<file path="config.mk">
export PLATFORM = sky130hd
export DESIGN_NAME = m_wbuart
export DESIGN_NICKNAME = d
export VERILOG_FILES = /design/src/rtl/m_wbuart_pkg.sv /design/src/rtl/m_wbuart_rx.sv /design/src/rtl/m_wbuart.sv
export SDC_FILE = /design/constraint.sdc
export NUM_CORES = 1
export LEC_CHECK = 0
export CAP_MARGIN = 30
export CORE_UTILIZATION = 50
export CTS_CLUSTER_DIAMETER = 60
export DETAILED_ROUTE_END_ITERATION = 10
export GPL_TIMING_DRIVEN = 0
export PLACE_DENSITY = 0.72
export SLEW_MARGIN = 30
export SYNTH_ARGS = -nofsm -noshare
export SYNTH_HDL_FRONTEND = slang
export SYNTH_SLANG_ARGS = --single-unit
</file>
<file path="constraint.sdc">
create_clock -name CLK_I -period 3.5 [get_ports CLK_I]
set_input_delay 0.525 -clock CLK_I [delete_from_list [all_inputs] [get_ports CLK_I]]
set_output_delay 0.525 -clock CLK_I [all_outputs]
set_load 0.01 [all_outputs]
</file>
<file path="src/rtl/m_wbuart_pkg.sv">
// rtl/m_wbuart_pkg.sv - shared encodings and frame constants for the Wishbone UART
package m_wbuart_pkg;

    typedef enum logic [1:0] {
        ST_IDLE  = 2'd0,
        ST_START = 2'd1,
        ST_DATA  = 2'd2,
        ST_STOP  = 2'd3
    } uart_state_t;

    localparam int FRAME_BITS = 10;
    localparam int DATA_BITS  = FRAME_BITS - 2;

    localparam int SB_RXVALID  = 0;
    localparam int SB_TXFULL   = 1;
    localparam int SB_TXBUSY   = 2;
    localparam int SB_OVERRUN  = 3;
    localparam int SB_FRAMEERR = 4;

endpackage

</file>
<file path="src/rtl/m_wbuart_rx.sv">
// rtl/m_wbuart_rx.sv - synchronizer, receive FSM and shift register
module m_wbuart_rx
    import m_wbuart_pkg::*;
#(
    parameter int BAUDDIV = 104
) (
    input  logic       clk,
    input  logic       rst,
    input  logic       rx,
    output logic [7:0] rx_byte,
    output logic       byte_done,
    output logic       frame_err
);

    localparam logic [15:0] HALF_M1 = 16'(BAUDDIV / 2 - 1);
    localparam logic [15:0] FULL_M1 = 16'(BAUDDIV - 1);

    logic [1:0]  sync;
    logic        rx_s;
    logic        rx_prev;
    uart_state_t state;
    uart_state_t state_nxt;
    logic [15:0] cnt;
    logic [2:0]  bit_idx;
    logic [7:0]  shreg;
    logic        tick;

    assign rx_s    = sync[1];
    assign rx_byte = shreg;
    assign tick    = (state == ST_START) ? (cnt == HALF_M1) : (cnt == FULL_M1);

    always_ff @(posedge clk or posedge rst) begin
        if (rst) begin
            sync    <= 2'b11;
            rx_prev <= 1'b1;
        end else begin
            sync    <= {sync[0], rx};
            rx_prev <= sync[1];
        end
    end

    always_ff @(posedge clk or posedge rst) begin
        if (rst) state <= ST_IDLE;
        else     state <= state_nxt;
    end

    // A falling edge is required to arm, so a low line after a frame error never re-triggers.
    always_comb begin
        state_nxt = state;
        case (state)
            ST_IDLE:  if (rx_prev && !rx_s) state_nxt = ST_START;
            ST_START: if (tick) state_nxt = rx_s ? ST_IDLE : ST_DATA;
            ST_DATA:  if (tick && bit_idx == 3'(DATA_BITS - 1)) state_nxt = ST_STOP;
            ST_STOP:  if (tick) state_nxt = ST_IDLE;
            default:  state_nxt = ST_IDLE;
        endcase
    end

    always_comb begin
        byte_done = 1'b0;
        frame_err = 1'b0;
        if (state == ST_STOP && tick) begin
            byte_done = rx_s;
            frame_err = !rx_s;
        end
    end

    always_ff @(posedge clk or posedge rst) begin
        if (rst) begin
            cnt     <= '0;
            bit_idx <= '0;
            shreg   <= '0;
        end else begin
            cnt <= (state == ST_IDLE || tick) ? 16'd0 : cnt + 16'd1;
            if (state == ST_START) bit_idx <= '0;
            if (state == ST_DATA && tick) begin
                shreg   <= {rx_s, shreg[7:1]};
                bit_idx <= bit_idx + 3'd1;
            end
        end
    end

endmodule

</file>
<file path="src/rtl/m_wbuart.sv">
// rtl/m_wbuart.sv - Wishbone UART top: bus registers, transmitter, receive buffer
module m_wbuart
    import m_wbuart_pkg::*;
#(
    parameter int BAUDDIV = 104
) (
    input  logic        CLK_I,
    input  logic        RST_I,
    input  logic        STB_I,
    input  logic        WE_I,
    input  logic        ADR_I,
    input  logic [7:0]  DAT_I,
    output logic [31:0] DAT_O,
    output logic        ACK_O,
    input  logic        usartRX,
    output logic        usartTX
);

    localparam logic [15:0] FULL_M1 = 16'(BAUDDIV - 1);

    uart_state_t tx_state;
    uart_state_t tx_state_nxt;
    logic [15:0] tx_cnt;
    logic [2:0]  tx_bit_idx;
    logic [7:0]  tx_shreg;
    logic [7:0]  hold;
    logic        txfull;
    logic        tx_tick;
    logic        tx_load;
    logic        tx_accept;
    logic        wr_data;
    logic        rd_data;
    logic        rd_status;

    logic [7:0]  rx_byte;
    logic        byte_done;
    logic        frame_err;
    logic [7:0]  rxbuf;
    logic        rxvalid;
    logic        overrun;
    logic        frameerr;
    logic        ovr_set;
    logic [7:0]  status;

    assign wr_data   = STB_I & WE_I & ~ADR_I;
    assign rd_data   = STB_I & ~WE_I & ~ADR_I;
    assign rd_status = STB_I & ~WE_I & ADR_I;

    assign tx_tick   = (tx_cnt == FULL_M1);
    assign tx_load   = txfull & ((tx_state == ST_IDLE) | ((tx_state == ST_STOP) & tx_tick));
    // A write colliding with the hold-to-shifter transfer finds the register freed that cycle.
    assign ACK_O     = STB_I & ~(wr_data & txfull & ~tx_load);
    assign tx_accept = wr_data & ACK_O;

    always_ff @(posedge CLK_I or posedge RST_I) begin
        if (RST_I) tx_state <= ST_IDLE;
        else       tx_state <= tx_state_nxt;
    end

    always_comb begin
        tx_state_nxt = tx_state;
        case (tx_state)
            ST_IDLE:  if (txfull) tx_state_nxt = ST_START;
            ST_START: if (tx_tick) tx_state_nxt = ST_DATA;
            ST_DATA:  if (tx_tick && tx_bit_idx == 3'(DATA_BITS - 1)) tx_state_nxt = ST_STOP;
            ST_STOP:  if (tx_tick) tx_state_nxt = txfull ? ST_START : ST_IDLE;
            default:  tx_state_nxt = ST_IDLE;
        endcase
    end

    always_comb begin
        usartTX = 1'b1;
        case (tx_state)
            ST_START: usartTX = 1'b0;
            ST_DATA:  usartTX = tx_shreg[tx_bit_idx];
            default:  usartTX = 1'b1;
        endcase
    end

    always_ff @(posedge CLK_I or posedge RST_I) begin
        if (RST_I) begin
            tx_cnt     <= '0;
            tx_bit_idx <= '0;
            tx_shreg   <= '0;
            hold       <= '0;
            txfull     <= 1'b0;
        end else begin
            tx_cnt <= (tx_state == ST_IDLE || tx_tick) ? 16'd0 : tx_cnt + 16'd1;
            if (tx_state == ST_START) tx_bit_idx <= '0;
            if (tx_state == ST_DATA && tx_tick) tx_bit_idx <= tx_bit_idx + 3'd1;
            if (tx_load) tx_shreg <= hold;
            if (tx_accept) begin
                hold   <= DAT_I;
                txfull <= 1'b1;
            end else if (tx_load) begin
                txfull <= 1'b0;
            end
        end
    end

    m_wbuart_rx #(.BAUDDIV(BAUDDIV)) u_rx (
        .clk       (CLK_I),
        .rst       (RST_I),
        .rx        (usartRX),
        .rx_byte   (rx_byte),
        .byte_done (byte_done),
        .frame_err (frame_err)
    );

    // A data read in the completion cycle frees the buffer, so the new byte lands without overrun.
    assign ovr_set = byte_done & rxvalid & ~rd_data;

    always_ff @(posedge CLK_I or posedge RST_I) begin
        if (RST_I) begin
            rxbuf    <= '0;
            rxvalid  <= 1'b0;
            overrun  <= 1'b0;
            frameerr <= 1'b0;
        end else begin
            if (byte_done && !ovr_set) begin
                rxbuf   <= rx_byte;
                rxvalid <= 1'b1;
            end else if (rd_data) begin
                rxvalid <= 1'b0;
            end
            overrun  <= ovr_set | (overrun & ~rd_status);
            frameerr <= frame_err | (frameerr & ~rd_status);
        end
    end

    always_comb begin
        status              = '0;
        status[SB_RXVALID]  = rxvalid;
        status[SB_TXFULL]   = txfull;
        status[SB_TXBUSY]   = (tx_state != ST_IDLE);
        status[SB_OVERRUN]  = overrun;
        status[SB_FRAMEERR] = frameerr;
    end

    assign DAT_O = (STB_I & ~WE_I) ? {24'b0, (ADR_I ? status : rxbuf)} : 32'b0;

endmodule

</file>
# Word level (Yosys, flattened, before mapping)
# Index checks and enable logic that the tools add are counted.
[totals]
wordCells = 114
latch_bits = 0
ff_bits = 81
mem_count = 0
rom_bits = 0
mem_bits_rw = 0
out_inout_bits = 34
[classes]
eq_ne = 19
div_mod_pow = 0
n_mul = 0
bitwise = 24
n_addsub = 4
magnitude_cmp = 1
muxes = 30
shift = 0
reduce_logical = 20
[ops]
columns = ["operator", "n"]
rows = [
  ["$add 16x1->16 const B", 2],
  ["$eq 16x7->1 const B", 2],
  ["$mux 16", 2],
  ["$mux 2", 9],
  ["$eq 16x6->1 const B", 1],
  ["$mux 8", 2],
  ["$pmux 2 s4", 2],
  ["$and 1x1->1", 15],
  ["$mux 3", 4],
  ["$reduce_bool 2->1", 5],
  ["$mux 1", 9],
  ["$eq 2x2->1 const B", 4],
  ["$ne 2x1->1 const B", 4],
  ["$ne 2x2->1 const B", 4],
  ["$reduce_and 4->1", 2],
  ["$logic_and 1x1->1", 7],
  ["$add 3x1->3 const B", 2],
  ["$eq 3x3->1 const B", 2],
  ["$not 1->1", 6],
  ["$eq 2x1->1 const B", 2],
  ["$logic_not 2->1", 2],
  ["$lt 3x4->1 const B", 1],
  ["$bmux 1 s3", 1],
  ["$or 1x1->1", 3],
  ["other kinds (3)", 5],
]

# Longest topological paths before layout
[depth]
ltp_word = 10
depth_mapped = 7
ltp_nobuf = 6

# Modules after synthesis
# A second synthesis with hierarchy kept.
[unflattened]
hier_cells = 378
hier_area_um2 = 4286.6
[modules_own_cells]
columns = ["module", "area_per_inst_um2", "seq_area_each_um2", "n_inst", "cells_each"]
rows = [
  ["m_wbuart", 2655.0, 1226.2, 1, 233],
  ["m_wbuart_rx", 1631.6, 804.5, 1, 145],
]

# Worst setup path before layout
# Ideal clock, no wire load.
[synth_path]
path_type = "register to register"
startpoint = "register u_rx.cnt[7]"
endpoint = "register rxbuf[0]"
arrival_time_ns = 1.927
setup_time_ns = 0.125
stages_incl_launch_ff = 6
period_less_slack_ns = 2.052
setup_slack_ns = 1.448
path_cell_list = "dfrtp_1 -> nor4_4 -> nand4_2 -> or4b_1 -> buf_6 -> mux2_4"
[synth_via]
elab_chain_cells = 8
[synth_rtl]
columns = ["element", "line_no", "rtl"]
rows = [
  ["from (decl)", "m_wbuart_rx.sv:23", "logic [15:0] cnt;"],
  ["from (signal assigned)", "m_wbuart_rx.sv:74", "cnt <= (state == ST_IDLE || tick) ? 16'd0 : cnt + 16'd1;"],
  ["$eq 16x7->1 or $eq 16x6->1 (tied branches)", "m_wbuart_rx.sv:30", "assign tick = (state == ST_START) ? (cnt == HALF_M1) : (cnt == FULL_M1);"],
  ["$mux 1 (*)", "m_wbuart_rx.sv:30", ""],
  ["$logic_and 1x1->1 (*)", "m_wbuart_rx.sv:62", "if (state == ST_STOP && tick) begin"],
  ["$mux 1 (*)", "m_wbuart_rx.sv:62", ""],
  ["$and 1x1->1 (2 in a row)", "m_wbuart.sv:111", "assign ovr_set = byte_done & rxvalid & ~rd_data;"],
  ["$logic_not 1->1", "m_wbuart.sv:120", "if (byte_done && !ovr_set) begin"],
  ["$logic_and 1x1->1 (*)", "m_wbuart.sv:120", ""],
  ["to (signal assigned)", "m_wbuart.sv:121", "rxbuf <= rx_byte;"],
  ["to (decl)", "m_wbuart.sv:38", "logic [7:0] rxbuf;"],
]
# Every way passes the cells marked *; elsewhere a longest branch is shown, timed or not.
# A chain may end at the register's enable or synchronous reset.

# Final worst setup path
[layout_path]
startpoint = "register tx_cnt[0]"
endpoint = "output ACK_O"
[layout_via]
elab_chain_cells = 8
[layout_rtl]
columns = ["element", "line_no", "rtl"]
rows = [
  ["from (decl)", "m_wbuart.sv:23", "logic [15:0] tx_cnt;"],
  ["from (signal assigned)", "m_wbuart.sv:88", "tx_cnt <= (tx_state == ST_IDLE || tx_tick) ? 16'd0 : tx_cnt + 16'd1;"],
  ["$eq 16x7->1", "m_wbuart.sv:49", "assign tx_tick = (tx_cnt == FULL_M1);"],
  ["$and 1x1->1", "m_wbuart.sv:50", "assign tx_load = txfull & ((tx_state == ST_IDLE) | ((tx_state == ST_STOP) & tx_tick));"],
  ["$or 1x1->1", "m_wbuart.sv:50", ""],
  ["$and 1x1->1", "m_wbuart.sv:50", ""],
  ["$not 1->1", "m_wbuart.sv:52", "assign ACK_O = STB_I & ~(wr_data & txfull & ~tx_load);"],
  ["$and 1x1->1", "m_wbuart.sv:52", ""],
  ["$not 1->1", "m_wbuart.sv:52", ""],
  ["$and 1x1->1", "m_wbuart.sv:52", ""],
  ["to (decl)", "m_wbuart.sv:14", "output logic ACK_O,"],
]
# Every way passes these cells.

==> metrics.yaml <==
synth-seq-cells: 81
mappedNetlistArea_mm2: 0.00418
path_clk_slew_ns: 0.09
async_reset_ff_share_pct: 100
finalSetupTns_ns: 0
rows: 32
p_int_mw: 1.44
slew_violations: 0
period_minus_slack_ns: 2.99
critPathTopFamily: "compound AO/OA/AOI/OAI gates"
cts_buffers: 9
crit_chain: "ha_1, and4_1, a41oi_1, nand2_1, o31a_1, clkdlybuf4s50_1"
critical_path_arrival_ns: 2.47
multi_input_area_mm2: 0.00197
finalHoldViolCount: 0
seqCellArea_mm2: 0.00203
yosysUniqueCellTypes: 55
min_path_type: "reg2reg"
max_freq_mhz: 334
diodes: 0
viasPerCell: 5.22
finalClockSkew_ns: 0.0108
drcViolationCount: 0
slew_headroom_pct: 59.1
worst-path-buf-inv: 1
hold_buffers: 0
synthTopCellsByArea: "dfrtp_1 (47%), mux2_2 (7.5%), buf_4 (4.3%)"
drv_cap: 0
final_cells: 545
setup_viol: 0
cts_resized: 0
status: "complete, no violations"
cts_tree: "built"
io-pin-count: 48
die_height_um: 93.5
syn_inst: 380
crit_path_start_kind: "register"
p_sw_uw: 645
htree_num_levels: 3
cts_root_buf: "clkbuf_8"
grt_setup_unrepaired: "false"
fin_nets: 462
clk_path_buf_depth: 2
cp_slowest_stage_delay_ns: 0.47
cts_setup_buffers: 0
critPathRequiredTime_ns: 2.97
grt_max_degree: 42
vias: 2846
dieArea_mm2: 0.00874
tightest_slew_ns: 0.610
synth_flop_cell: "dfrtp_1"
pwr-share-seq_pct: 52.1
pwr-share-clk_pct: 31.3
dp_hpwl_um: 5290
leakagePower_nw: 2.23
dp.cells: 529
antenna_found_initial: 0
powerDensity_mw_per_mm2: 432
totalWireLength_um: 7180
switching_share_pct: 30.9
track_usage_pct: 18.2
combPwrFrac_pct: 16.6
core_mm2: 0.00793
peakVddDrop_v: 0.000335
fillers: 686
syn_avg_cell_area_um2: 11.0
drive_gt1_share_pct: 20.8
antenna_left: 0
gr-total-overflow: 0
grt_pass1_wl_um: 12400
seq_area_frac_synth_pct: 48.5
synth_top_area_share_pct: 46.7
cp_slowest_cell: "clkdlybuf4s50_1"
power_mw: 2.09
syn2layout_area_growth_pct: 15.7
io_buffers: 23
gp_congestion: 0.799
synth_edf_count: 0
clkLatencyLatePin_ns: 0.36
layout_commonest_cell: "dfrtp_1"
yosysWarningCount: 0
fp.dieW_um: 93.5
finalCritPeriodShare_pct: 85.6
detail_route.wl_per_cell_um: 13.2
clkSinkCount: 81
grt_pass1_vias: 2697
firstDrtPassIters: 4
drt-initial-drc-count: 115
endpoint_kind: "primary output"
start_util_pct: 52.8
criticalPathCategory: "reg2out"
critPathMaxFanout: 6
synth_largest_area_cell: "dfrtp_1"
final_cell_mix: "dfrtp_1 (78), nor2_1 (45), mux2_2 (28)"
[cells in the mapped netlist (5+ instances only)]
library cell and number:
dfrtp_1 78, nor2_1 45, mux2_2 28, buf_4 24
xnor2_1 20, nand3_1 19, nand2_1 16, inv_1 11
ha_1 10, nor4_1 10, clkbuf_1 9, mux2_4 8
nor3_1 8, o21ai_0 8, mux2i_1 7, nand4_1 7
xor2_1 7, nand2b_1 6, and2_1 5, nor2b_1 5
[registers in the layout, summed over array words and instances, names as in the netlist, named ones only]
name and count:
tx_cnt 16, u_rx.cnt 16, u_rx.sync 2, u_rx.bit_idx 3, overrun 1, tx_bit_idx 3
rxbuf 8, frameerr 1, txfull 1, u_rx.rx_byte 8, rxvalid 1, u_rx.rx_prev 1
hold 8, tx_shreg 8, tx_state 2, u_rx.state 1
[area by class of cell]
cell class                      instances  area share, %
Clock inverter                          7           1.34
Clock buffer                            9           2.56
Multi-Input combinational cell        276           40.7
Sequential cell                        81           42.0
Inverter                               11          0.905
Tap cell                              102           2.64
Timing Repair Buffer                   24           5.17
Buffer                                 35           4.76
[stage by stage]
step / util (%) / area [um^2] / worst slack [ns] / hold WS (ns)
final: 61.0 / 4840 / 0.506 / 0.362
after global routing: 61.0 / 4840 / 0.273 / 0.370
after CTS: 61.0 / 4840 / 0.462 / 0.363
after detailed placement: 58.7 / 4650 / 0.729 / 0.349
after global placement: 58.4 / 4630 / -0.328 / 0.347
after floorplan: - / 4270 / 0.900 / 0.345
[logic make-up after synthesis]
kind of cell	synth area share, %
other	0.0896
buffers and inverters	6.49
and+or+nand+nor	18.3
AOI/OAI and AO/OA	4.79
xor gates and xnor gates	5.65
DFF	48.5
muxes	13.2
adders and majority gates	2.99
[worst register-to-register path: stages, from the launching register on]
cell and delay [ns]:
dfrtp_1 0.43, ha_1 0.30, and4_1 0.18, a41oi_1 0.34
nand2b_1 0.18, clkbuf_1 0.36, mux2_2 0.39
[power groups by stage]
stage	clock [mW]	combinational (mW)	sequential (mW)
floorplan	0	0.273	1.08
global placement	0	0.333	1.10
detailed placement	0	0.348	1.10
CTS	0.679	0.350	1.09
global route	0.720	0.393	1.10
finish	0.653	0.347	1.09
[final timing paths]
| kind | from | to | slack, ns | cells past startpoint |
|---|---|---|---|---|
| setup reg to reg | tx_cnt[0]$_DFF_PP0_ | tx_shreg[1]$_DFFE_PP0P_ | 1.21 | 6 |
| hold reg to reg | u_rx.sync[0]$_DFF_PP1_ | u_rx.sync[1]$_DFF_PP1_ | 0.36 | 0 |
| setup / recovery | tx_cnt[0]$_DFF_PP0_ | ACK_O | 0.51 | 6 |
| hold / removal | u_rx.sync[0]$_DFF_PP1_ | u_rx.sync[1]$_DFF_PP1_ | 0.36 | 0 |
| min in group asynchronous | RST_I | u_rx.bit_idx[1]$_DFFE_PP0P_ | 0.57 | 2 |
| max in group asynchronous | RST_I | u_rx.rx_prev$_DFF_PP1_ | 2.28 | 3 |
[layer usage]
layer,GRT usage (%),wire (um),part of all wire [%],vias to the layer above
met5,0,0,0,-
met4,4.87,73,1.0,0
met3,5.61,235,3.3,9
met2,30.3,3620,50,37
met1,23.1,3250,45,1387
li1,-,-,-,1413
Note: power is estimated with default switching activity, not from simulation.
==> RTL change 1, RTL diff (same flow settings) <==
Make the reset (`RST_I` and `rst`) synchronous in 6 clocked blocks.
--- a/src/rtl/m_wbuart_rx.sv
+++ b/src/rtl/m_wbuart_rx.sv
@@ -29,7 +29,7 @@
     assign rx_byte = shreg;
     assign tick    = (state == ST_START) ? (cnt == HALF_M1) : (cnt == FULL_M1);
 
-    always_ff @(posedge clk or posedge rst) begin
+    always_ff @(posedge clk) begin
         if (rst) begin
             sync    <= 2'b11;
             rx_prev <= 1'b1;
@@ -39,7 +39,7 @@
         end
     end
 
-    always_ff @(posedge clk or posedge rst) begin
+    always_ff @(posedge clk) begin
         if (rst) state <= ST_IDLE;
         else     state <= state_nxt;
     end
@@ -65,7 +65,7 @@
         end
     end
 
-    always_ff @(posedge clk or posedge rst) begin
+    always_ff @(posedge clk) begin
         if (rst) begin
             cnt     <= '0;
             bit_idx <= '0;
--- a/src/rtl/m_wbuart.sv
+++ b/src/rtl/m_wbuart.sv
@@ -52,7 +52,7 @@
     assign ACK_O     = STB_I & ~(wr_data & txfull & ~tx_load);
     assign tx_accept = wr_data & ACK_O;
 
-    always_ff @(posedge CLK_I or posedge RST_I) begin
+    always_ff @(posedge CLK_I) begin
         if (RST_I) tx_state <= ST_IDLE;
         else       tx_state <= tx_state_nxt;
     end
@@ -77,7 +77,7 @@
         endcase
     end
 
-    always_ff @(posedge CLK_I or posedge RST_I) begin
+    always_ff @(posedge CLK_I) begin
         if (RST_I) begin
             tx_cnt     <= '0;
             tx_bit_idx <= '0;
@@ -110,7 +110,7 @@
     // A data read in the completion cycle frees the buffer, so the new byte lands without overrun.
     assign ovr_set = byte_done & rxvalid & ~rd_data;
 
-    always_ff @(posedge CLK_I or posedge RST_I) begin
+    always_ff @(posedge CLK_I) begin
         if (RST_I) begin
             rxbuf    <= '0;
             rxvalid  <= 1'b0;
Formal check against the unedited RTL: differs if RST_I is asserted again (counterexample within 4 cycles, from zero or initial values and one cycle with RST_I high); with RST_I held inactive, the same outputs for 10 cycles.
==> RTL change 1 against the original RTL <==
Area after synthesis down 5.3%; worst setup slack better by 110 ps; critical path depth is the same; final area decreased by 5.1%; sequential cell count is the same; synthesized cell count up 13%; clock skew up 3.2 ps; sequential power shrank 13%; total power fell by 13%; wire length is 9.4% higher; utilization is 1.3 points lower; non-clock buffer count up 2; count of clock-buffer cells in the layout increased by 2; largest cell class is now multi-input combinational cells.
==> RTL change 1: results (changes against the original RTL) <==
Global routing
  – Vias in the first global route: 2949 (+9.3%)
  – GR Util met2: 0.328 (+0.0243)
  – GRT met3 Usage: 0.0452 (-0.0109)
  – Largest net degree at the start of global routing: 13 (-69%)
  – M1 GR Usage: 0.248 (+0.0174)
  – GR Util All Layers: 0.198 (+0.0158)
  – First-pass GRT wire length: 13200 um (+6.4%)

Detailed routing
  – M1 WL: 3660 um (+13%)
  – 1st-iter DRT viols: 129 (+12%)
  – WL met3: 239 um (+1.7%)
  – Wire length on met2: 3760 um (+4.0%)
  – DR vias/cell: 5.27 (+0.94%)
  – Routed len/inst: 13.3 um (+1.0%)

Timing
  – Slew headroom: 0.512 (-0.0789)
  – Worst clock skew: 14.0 ps (+3.19 ps)
  – Fmax: 347 MHz (+3.8%)
  – Final hold slack: 412 ps (+50.6 ps)

Clocking
  – Post-cts resize count: 0 (unchanged)
  – Clock Tree Root: clkbuf_8
  – Cts bufs inserted: 9 (unchanged)

Power
  – Leak: 1.80 nW (-19%)
  – Switching pwr: 452 uW (-30%)
  – Worst VDD drop: 0.000284 V (-15%)

Run status
  – Status: finished clean

Critical path
  – Worst Path Max Fanout: 4 (-2)
  – Worst r2r src: u_rx.cnt[0]
  – Critical-path top delay cell: clkdlybuf4s50_1
  – Critical path endpoint: ACK_O
  – Reg-to-Reg End: rxbuf[3]
  – Crit-path leading delay family: buffers and inverters
  – CP Launch Point: tx_cnt[0]
  – Worst Reg2Reg Path Length in Cells: 5 (-1)
  – Reg2reg setup slack: 1270 ps (+60 ps)
  – CP peak stage delay: 570 ps (+100 ps)
  – Data arrival, critical path: 2360 ps (-110 ps)

Final layout
  – Share of cells above drive strength 1: 0.127 (-0.0806)
  – Final-stage net count: 509 (+10%)
  – Fin cells: 590 (+8.3%)
  – Fill count: 694 (+1.2%)

Min path
  – HP Start: u_rx.sync[0]
  – Hold Crit Depth: 1 (+1)
  – Hold EP: u_rx.sync[1]

Place
  – Setup slack at placement: 716 ps (-13.3 ps)
  – Final HPWL DP: 5810 um (+9.7%)
  – Placer Congestion: 0.806 (+0.85%)
  – Port bufs: 23 (unchanged)
  – Placed Instance Area: 0.00441 mm^2 (-5.2%)
  – Placed insts: 576 (+8.9%)

Logic synthesis
  – Seq/Total Area, Yosys: 0.409 (-0.0761)
  – Syn Inst Count: 428 (+13%)
  – Post-synth ARST share: 0 (-1.00)
  – Cell variety after synth: 57 (+3.6%)
  – Commonest cells in the synthesized netlist: dfxtp_1 (81), nand2_1 (59), mux2i_1 (35)
  – Largest cells by area after synthesis: dfxtp_1 (41%), mux2i_1 (8.8%), nand2_1 (5.6%), buf_4 (4.7%), ha_1 (3.2%)
-- RTL change 1: cells by family after synthesis --
family | synth area share
DFF | 0.409
and+or+nand+nor | 0.257
xor gates and xnor gates | 0.0486
adders and majority gates | 0.0316
AOI/OAI and AO/OA | 0.0799
other | 0.000946
muxes | 0.103
buffers and inverters | 0.0704
-- RTL change 1: cell type report --
cell class / instances / area (um^2) / share of cell area
flip-flops and latches: 81 / 1620 / 0.353
clock buffers: 11 / 141 / 0.0308
well taps: 102 / 128 / 0.0278
repair buffers: 23 / 230 / 0.0501
inverters: 10 / 37.5 / 0.00818
clock inverters: 3 / 42.5 / 0.00927
plain buffers: 38 / 241 / 0.0526
multi-input cells: 322 / 2150 / 0.468
-- RTL change 1: power by group through the flow --
stage,registers (mW),clock network (mW),logic (mW)
CTS,0.952,0.672,0.215
detailed placement,0.973,0,0.214
floorplan,0.970,0,0.152
global placement,0.973,0,0.212
global route,0.955,0.706,0.237
finish,0.952,0.658,0.217
==> RTL change 2, RTL diff (same settings) <==
Made on the original files. `BAUDDIV` is set to 104 in 2 places; all go to 52.
--- a/src/rtl/m_wbuart_rx.sv
+++ b/src/rtl/m_wbuart_rx.sv
@@ -2,7 +2,7 @@
 module m_wbuart_rx
     import m_wbuart_pkg::*;
 #(
-    parameter int BAUDDIV = 104
+    parameter int BAUDDIV = 52
 ) (
     input  logic       clk,
     input  logic       rst,
--- a/src/rtl/m_wbuart.sv
+++ b/src/rtl/m_wbuart.sv
@@ -2,7 +2,7 @@
 module m_wbuart
     import m_wbuart_pkg::*;
 #(
-    parameter int BAUDDIV = 104
+    parameter int BAUDDIV = 52
 ) (
     input  logic        CLK_I,
     input  logic        RST_I,
Check against the original RTL: same outputs for any inputs over 10 cycles, from zero or initial values and one cycle with RST_I high; that may be too few to reach the edited logic, so the function may still have changed.
==> RTL change 2 against the original RTL <==
Wire length down 0.85%; combinational power increased by 9.2%; final area is 0.70% higher; total power up 7.9%; sequential cell count stayed put; fmax rose by 0.54%; worst setup slack improved by 16 ps; non-clock buffer count is 1 lower; synthesized cell count fell by 3.2%; via count is 1.0% lower; area after synthesis down 0.36%; critical endpoint unchanged; largest power group unchanged; highest routed layer unchanged.
==> RTL change 2: results (changes against the original RTL) <==
Run status
  – Status: finished clean

Logic synthesis
  – Commonest cells in the synthesized netlist: dfrtp_1 (78), mux2_2 (36), nor2_1 (30)
  – Post-synth ARST share: 1.00 (unchanged)
  – Cell variety after synth: 57 (+3.6%)
  – Adder-Cell Fraction of Synth Area: 0.0300 (+0.000108)
  – Synth warnings: 0 (unchanged)
  – Largest cells by area after synthesis: dfrtp_1 (47%), mux2_2 (9.7%), buf_4 (4.3%), xnor2_1 (3.4%), ha_1 (3.0%)
  – Seq/Total Area, Yosys: 0.487 (+0.00175)
  – Post-synthesis xor/xnor area fraction: 0.0504 (-0.00610)
  – Multiplexer share of the synthesized area: 0.121 (-0.0109)
  – Synth Area in Compound Gates: 0.0585 (+0.0107)

Global routing
  – GRT met3 Usage: 0.0553 (-0.000813)
  – First-pass GRT wire length: 12600 um (+1.3%)
  – GR Util All Layers: 0.186 (+0.00319)
  – Largest net degree at the start of global routing: 50 (+19%)
  – Grt total ovfl: 0 (unchanged)
  – GR Util met2: 0.316 (+0.0123)
  – Vias in the first global route: 2765 (+2.5%)
  – M1 GR Usage: 0.231 (+0.000494)

Critical path
  – CP Launch Point: tx_state[0]
  – Reg2reg setup slack: 1240 ps (+30 ps)
  – Worst Path Max Fanout: 5 (-1)
  – Worst r2r src: tx_cnt[12]
  – Critical Path RT: 2970 ps (about the same)
  – Reg-to-Reg End: hold[3]
  – Worst Reg2Reg Path Length in Cells: 4 (-2)

Power
  – Switching pwr: 649 uW (+0.71%)
  – Worst VDD drop: 0.000376 V (+12%)
  – Leak: 2.24 nW (+0.47%)

Detailed routing
  – WL met3: 274 um (+17%)
  – Wire length on met2: 3590 um (-0.72%)
  – 1st-iter DRT viols: 108 (-6.1%)
  – DR vias/cell: 5.29 (+1.2%)
  – Routed len/inst: 13.4 um (+1.4%)
  – M1 WL: 3200 um (-1.6%)
  – DR pass1 iterations: 5 (+1)

Min path
  – Hold EP: u_rx.sync[1]
  – Hold Crit Depth: 0 (unchanged)
  – Hold Path Class: reg -> reg
  – HP Start: u_rx.sync[0]

Clocking
  – Post-CTS Setup Bufs: 0 (unchanged)
  – H-tree level count: 3 (unchanged)
  – Clk_lat worst skew: 360 ps (about the same)
  – Worst-path clk slew: 90 ps (about the same)
  – Clock Tree Root: clkbuf_8

Final layout
  – Top flop regs: tx_cnt: 16 flops, u_rx.cnt: 16 flops
  – Final-stage net count: 450 (-2.6%)
  – Antenna cells: 0 (unchanged)
  – Share of cells above drive strength 1: 0.230 (+0.0220)

Place
  – Placer Congestion: 0.850 (+6.4%)
  – Final HPWL DP: 5050 um (-4.6%)
  – Setup slack at placement: 573 ps (-156 ps)

Timing
  – Worst-Margin Slew: 621 ps (+10.9 ps)
  – Worst clock skew: 13.2 ps (+2.45 ps)
## RTL change 2: worst max-delay path by stage
stage                                 end  slack, ps  cells past startpoint
2_1_floorplan  asynchronous set/reset pin        900                      1
3_3_place_gp                   tx_cnt[11]       -350                      2
3_5_place_dp                     DAT_O[1]        570                      5
4_1_cts                             ACK_O        500                      6
5_1_grt                             ACK_O        340                      6
6_report                            ACK_O        520                      6
## RTL change 2: worst max-delay path: stages (launching register included)
cell             delay [ps]
dfrtp_1                 430
ha_1                    240
and4_1                  200
a41oi_1                 370
nand2_1                 120
o31a_1                  260
clkdlybuf4s50_1         480
## RTL change 2: metrics by stage
stage	hold WS (ps)	area [um^2]	total power [mW]	cells	TNS [ps]
final	363	4870	2.25	533	0
after global routing	366	4870	2.38	533	0
after CTS	365	4870	2.28	533	0
after detailed placement	351	4640	1.49	517	0
after global placement	347	4610	1.48	516	-26670
after floorplan	345	4260	1.40	391	0
## RTL change 2: power by group through the flow
stage                     logic, mW  clock network [mW]  registers (mW)
after global routing          0.422               0.847            1.11
after floorplan               0.305                   0            1.09
final                         0.379               0.778            1.10
after global placement        0.367                   0            1.11
after CTS                     0.383               0.804            1.10
after detailed placement      0.380                   0            1.11
## RTL change 2: logic make-up after synthesis
family                     count (synthesis)
muxes                                     42
other                                      1
DFF                                       81
xor gates and xnor gates                  24
and+or+nand+nor                          133
adders and majority gates                 10
AOI/OAI and AO/OA                         33
buffers and inverters                     44
## RTL change 2: layout make-up
cell class	instances	area (um^2)
buffer	34	219
clock buffer	9	124
clock inverter	7	106
fill	661	3010
inverter	10	40.0
multi-input combinational	266	1970
sequential	81	2030
tap	102	128
timing repair buffer	24	258
